### src/rtl/present80_inv_key_schedule.sv
// PRESENT-80 decryption-side key schedule.
// Expands the master key forward to the K32 state, then walks it back one
// inverse update per accepted round key, delivering K32 down to K1.
// Optional macro PRESENT_INV_KS_CACHE_EN: remembers the last expanded key and
// its K32 state so that a repeated start can skip the expansion.
module present80_inv_key_schedule (
    input  logic        clk,
    input  logic        rstn,
    input  logic [79:0] key,
    input  logic        start,
    output logic        busy,
    output logic        rk_valid,
    input  logic        rk_ready,
    output logic [63:0] round_key,
    output logic [5:0]  round_idx,
    output logic        done
);

    typedef enum logic [1:0] {S_IDLE, S_EXPAND, S_DELIVER} state_t;

    state_t      r_state, w_state_nxt;
    logic [79:0] r_key,   w_key_nxt;
    logic [4:0]  r_cnt,   w_cnt_nxt;
    logic [5:0]  r_idx,   w_idx_nxt;
    logic        r_done,  w_done_nxt;

    logic        w_hs;
    logic        w_hit;
    logic [79:0] w_hit_key;
    logic [79:0] w_rot, w_fwd, w_x, w_inv;
    logic [4:0]  w_c;

    function automatic logic [3:0] sbox(input logic [3:0] x);
        case (x)
            4'h0: sbox = 4'hC;  4'h1: sbox = 4'h5;  4'h2: sbox = 4'h6;  4'h3: sbox = 4'hB;
            4'h4: sbox = 4'h9;  4'h5: sbox = 4'h0;  4'h6: sbox = 4'hA;  4'h7: sbox = 4'hD;
            4'h8: sbox = 4'h3;  4'h9: sbox = 4'hE;  4'hA: sbox = 4'hF;  4'hB: sbox = 4'h8;
            4'hC: sbox = 4'h4;  4'hD: sbox = 4'h7;  4'hE: sbox = 4'h1;  default: sbox = 4'h2;
        endcase
    endfunction

    function automatic logic [3:0] sbox_inv(input logic [3:0] x);
        case (x)
            4'h0: sbox_inv = 4'h5;  4'h1: sbox_inv = 4'hE;  4'h2: sbox_inv = 4'hF;  4'h3: sbox_inv = 4'h8;
            4'h4: sbox_inv = 4'hC;  4'h5: sbox_inv = 4'h1;  4'h6: sbox_inv = 4'h2;  4'h7: sbox_inv = 4'hD;
            4'h8: sbox_inv = 4'hB;  4'h9: sbox_inv = 4'h4;  4'hA: sbox_inv = 4'h6;  4'hB: sbox_inv = 4'h3;
            4'hC: sbox_inv = 4'h0;  4'hD: sbox_inv = 4'h7;  4'hE: sbox_inv = 4'h9;  default: sbox_inv = 4'hA;
        endcase
    endfunction

    // Forward update: rotate left 61, S-box top nibble, mix in round counter.
    assign w_rot = {r_key[18:0], r_key[79:19]};
    assign w_fwd = {sbox(w_rot[79:76]), w_rot[75:20], w_rot[19:15] ^ r_cnt, w_rot[14:0]};

    // Inverse update: undo the counter, inverse S-box, rotate right 61.
    assign w_c   = r_idx[4:0] - 5'd1;
    assign w_x   = {sbox_inv(r_key[79:76]), r_key[75:20], r_key[19:15] ^ w_c, r_key[14:0]};
    assign w_inv = {w_x[60:0], w_x[79:61]};

    assign w_hs  = (r_state == S_DELIVER) && rk_ready;

`ifdef PRESENT_INV_KS_CACHE_EN
    logic [79:0] r_cached_key;
    logic [79:0] r_cached_k32;
    logic        r_cache_vld;

    assign w_hit     = r_cache_vld && (key == r_cached_key);
    assign w_hit_key = r_cached_k32;

    // Cache bookkeeping. The key is captured at start and the entry is
    // invalidated there; it becomes valid again once K32 is reached. The
    // block is busy in between, so this matches committing both at K32.
    always_ff @(posedge clk or negedge rstn) begin
        if (!rstn) begin
            r_cached_key <= '0;
            r_cached_k32 <= '0;
            r_cache_vld  <= 1'b0;
        end else if ((r_state == S_IDLE) && start && !w_hit) begin
            r_cached_key <= key;
            r_cache_vld  <= 1'b0;
        end else if ((r_state == S_EXPAND) && (r_cnt == 5'd31)) begin
            r_cached_k32 <= w_fwd;
            r_cache_vld  <= 1'b1;
        end
    end
`else
    assign w_hit     = 1'b0;
    assign w_hit_key = '0;
`endif

    // Next-state and datapath update selection.
    always_comb begin
        w_state_nxt = r_state;
        w_key_nxt   = r_key;
        w_cnt_nxt   = r_cnt;
        w_idx_nxt   = r_idx;
        w_done_nxt  = 1'b0;
        case (r_state)
            S_IDLE: begin
                if (start) begin
                    if (w_hit) begin
                        w_key_nxt   = w_hit_key;
                        w_idx_nxt   = 6'd32;
                        w_state_nxt = S_DELIVER;
                    end else begin
                        w_key_nxt   = key;
                        w_cnt_nxt   = 5'd1;
                        w_state_nxt = S_EXPAND;
                    end
                end
            end
            S_EXPAND: begin
                w_key_nxt = w_fwd;
                w_cnt_nxt = r_cnt + 5'd1;
                if (r_cnt == 5'd31) begin
                    w_idx_nxt   = 6'd32;
                    w_state_nxt = S_DELIVER;
                end
            end
            S_DELIVER: begin
                if (w_hs) begin
                    if (r_idx == 6'd1) begin
                        w_done_nxt  = 1'b1;
                        w_state_nxt = S_IDLE;
                    end else begin
                        w_key_nxt = w_inv;
                        w_idx_nxt = r_idx - 6'd1;
                    end
                end
            end
            default: w_state_nxt = S_IDLE;
        endcase
    end

    // State register.
    always_ff @(posedge clk or negedge rstn) begin
        if (!rstn) r_state <= S_IDLE;
        else       r_state <= w_state_nxt;
    end

    // Key, counter, index and done-pulse registers.
    always_ff @(posedge clk or negedge rstn) begin
        if (!rstn) begin
            r_key  <= '0;
            r_cnt  <= '0;
            r_idx  <= '0;
            r_done <= 1'b0;
        end else begin
            r_key  <= w_key_nxt;
            r_cnt  <= w_cnt_nxt;
            r_idx  <= w_idx_nxt;
            r_done <= w_done_nxt;
        end
    end

    assign busy      = (r_state != S_IDLE);
    assign rk_valid  = (r_state == S_DELIVER);
    assign round_key = r_key[79:16];
    assign round_idx = r_idx;
    assign done      = r_done;

endmodule

### config.mk
export PLATFORM = sky130hd
export DESIGN_NAME = present80_inv_key_schedule
export DESIGN_NICKNAME = d
export VERILOG_FILES = /design/src/rtl/present80_inv_key_schedule.sv
export SDC_FILE = /design/constraint.sdc
export NUM_CORES = 1
export LEC_CHECK = 0
export BUFFER_PORTS_ARGS = -buffer_cell sky130_fd_sc_hd__buf_4
export CORE_UTILIZATION = 54
export CTS_CLUSTER_SIZE = 28
export DETAILED_ROUTE_END_ITERATION = 12
export GPL_TIMING_DRIVEN = 0
export HOLD_SLACK_MARGIN = 0.15
export PLACE_DENSITY = 0.84
export SLEW_MARGIN = 20
export SYNTH_ARGS = -nofsm -noshare
export SYNTH_HDL_FRONTEND = slang
export SYNTH_SLANG_ARGS = --single-unit
### constraint.sdc
create_clock -name clk -period 2.4 [get_ports clk]
set_clock_uncertainty 0.05 [all_clocks]
set_input_delay 0.24 -clock clk [delete_from_list [all_inputs] [get_ports clk]]
set_output_delay 0.24 -clock clk [all_outputs]
set_load 0.01 [all_outputs]
==> impl_metrics.yaml <==
pwr:
  total_power_w: 0.0111
  vdd_drop_max_mv: 0.712
  power.density_mw_per_mm2: 1390
  p_leak_nw: 3.83
layout:
  final_area_mm2: 0.00796
  area_growth_pct: 29.3
  fin_nets: 1017
  multi_input_area_mm2: 0.00299
  drive_above_1_share: 0.323
  layout.cells.non_filler: 1055
  fillers: 837
  antenna_cells: 0
  regArea_mm2: 0.00235
sta:
  layout_setup_ws_ns: 0.0101
  maxSlewViolCount: 0
  setup_viol: 0
  grt_setup_unrepaired: "false"
  max_freq_mhz: 418
  whs_ns: 0.145
  final.min_clock_period_ns: 2.39
  finalHoldViolations: 0
  relSlewSlack: 0.407
  period_share: 0.996
  tightestPinTransition_ns: 0.889
place:
  place_inst: 1029
  hpwl_um: 15400
  place_congestion: 0.957
  dpl_cell_area_mm2: 0.00751
  pre_cts_ws_ns: -0.0972
  portBuffers: 156
synth:
  yosysMostFrequentCell: "nand2_1"
  ys_ff_latch: 94
  synth-edff-count: 0
  synth_xor_area_frac: 0.0199
  synth_top_area_frac: 0.382
  muxShareOfSynthArea: 0.0217
  synthTopCellsByCount: "nand2_1 (155), o21ai_0 (149), dfrtp_1 (94)"
  synth_ff_type: "dfrtp_1"
  synth_top_cell_by_area: "dfrtp_1"
  synthesis.area_mm2: 0.00616
  yosys.area_share.simple: 0.134
  synth_top_family_by_area: "compound AO/OA/AOI/OAI gates"
  synth_area_leaders: "dfrtp_1 (38%), o21ai_0 (12%), nand2_1 (9.5%)"
  synth.avg_cell_area_um2: 8.40
  synth_adder_area_share: 0.0427
  yosysSeqAreaShare: 0.382
  syn_nets: 838
  syn_inst: 733
  yosysUniqueCellTypes: 51
  synth_compound_area_frac: 0.267
  yosys_warnings: 0
  async_reset_ff_frac: 1.00
floorplanning:
  ios: 157
  chipWidth_um: 109
  rows: 38
  fp.coreArea_mm2: 0.0110
  dieHeight_um: 109
  die_area_mm2: 0.0118
  start_util: 0.560
global_route:
  grt_max_degree: 95
  grt_use_total: 0.373
  grt-ovfl-total: 0
  grt_pass1_wl_um: 33000
  antenna_found_initial: 0
  grt_pass1_vias: 6374
clock_network:
  clock_latency_ns: 0.35
  cts_num_sinks: 94
  htreeDepth: 3
  cts-buffers-inserted: 9
  cts-root-buf: "clkbuf_16"
  cts_setup_buffers: 0
  clkSlewWorstSetupHoldPaths_ns: 0.06
  clockBufferDepth: 2
  cts_tree: "built"
run_status:
  status: "finished, final reports clean"
worst_setup_path:
  critical_path_arrival_ns: 2.53
  cp-start-kind: "flip-flop"
  critPathMaxStageDelay_ns: 0.42
  r2r_slack_ns: 0.01
  worstSetupPathDepth: 8
  critPathSlowestCell: "dfrtp_1"
  path_class: "flip-flop to flip-flop"
  cp_num_buf_inv: 4
  startpoint: "r_state[0]"
  timing.rr.end: "r_key[27]"
  worstPathRequired_ns: 2.54
  crit_fanout: 10
  path_cells: "inv_1 > ha_1 > inv_2 > nor3_4 > or3_1 > buf_4 > clkbuf_1 > o21ai_0"
  crit_path_end_kind: "flip-flop"
  ff2ff_path_depth: 8
  cp_top_family: "buffers and inverters"
  r2r-start: "r_state[0]"
routing:
  firstDrtPassIters: 6
  drt_iter0_drc: 873
  routedWlPerCell_um: 20.3
  drc: 0
  vias: 6560
  drt-total-wl_um: 21400
  post_drt_via_cell_ratio: 6.22
  ant_nets: 0
worst_hold_path:
  worstHoldStart: "key[11]"
  hold_path_depth: 3
  whs_endpoint: "r_key[11]"
  hold_path_class: "input port to flip-flop"
run:
  cap_violations: 0
-- layout make-up --
class | instances | share of cell area
Tap cell | 140 | 0.0220
Clock inverter | 1 | 0.00377
Sequential cell | 94 | 0.296
Clock buffer | 13 | 0.0327
Inverter | 17 | 0.00802
Buffer | 120 | 0.0982
Timing Repair Buffer | 169 | 0.164
Multi-Input combinational cell | 501 | 0.376
-- where the power goes --
part	leakage (nW)	internal, W	switching (W)
registers	1.15	0.00232	0.00103
clock network	0.142	0.000855	0.000596
logic	2.53	0.00296	0.00333
total	3.83	0.00614	0.00495
-- metal layers --
layer	vias up	part of all wire	track usage
li1	2864	-	-
met1	3093	0.38	0.496
met2	519	0.47	0.599
met3	84	0.12	0.0652
met4	0	0.035	0.158
met5	-	0	0
-- cell usage in the layout, fill, tap and decap left out, drive strengths merged, types with 2 or more instances in the layout --
cell	netlist	layout
buf	81	236
nand2	155	155
o21ai	150	150
dfrtp	94	94
a22oi	72	72
clkbuf	40	53
ha	21	21
inv	17	17
dlygate4sd3	0	13
nor2	10	10
nand2b	9	9
xor2	7	7
xnor2	7	7
a211oi	7	7
a21o	7	7
nand3	6	6
o211ai	4	4
mux4	4	4
a21oi	4	4
or3	3	3
mux2	3	3
and3	2	2
a32o	2	2
nor2b	2	2
nand4	2	2
or4	2	2
o221ai	2	2
o31ai	2	2
a22o	2	2
nor3	2	2
-- per-stage QoR --
step                       util  TNS (ns)
after floorplan               -         0
after detailed placement  0.683    -0.144
after global routing      0.725         0
after CTS                 0.722         0
after global placement    0.683   -0.0254
final                     0.725         0
-- worst min-delay path: cells and delay by family --
family / cells / cell delay [ns]
AO/OA/AOI/OAI: 2 / 0.19
buffers and inverters: 1 / 0.08
-- how the worst max path moves through the flow --
stage	end	slack [ns]
final	r_key[27]	0.01
after global routing	r_key[16]	0.003
after CTS	r_key[79]	0.004
after detailed placement	r_key[76]	-0.1
after global placement	r_key[76]	-0.03
after floorplan	r_key[16]	0.34
-- sequential cells by signal, summed over array words and instances, names as in the netlist --
name       flops
r_key         80
round_idx      6
r_cnt          5
r_state        2
done           1
-- cells by family (layout without fill, tap and decap cells) --
logic type,count (synthesis),after routing
AO/OA/AOI/OAI,262,262
XOR/XNOR,14,14
adder cells (fa/ha/maj),21,21
buffers and inverters,138,320
flip-flops,94,94
multiplexers,8,8
AND/OR/NAND/NOR,196,196
-- timing repair --
| item | 4_1_cts | 5_1_grt |
|---|---|---|
| gates cloned | 0 | 0 |
| hold endpoints to repair | 106 | 0 |
| endpoints found under the setup margin | 15 | 80 |
| hold buffers | 13 | 0 |
| resized for setup | 6 | 47 |
Power figures use the tool's default switching activity.
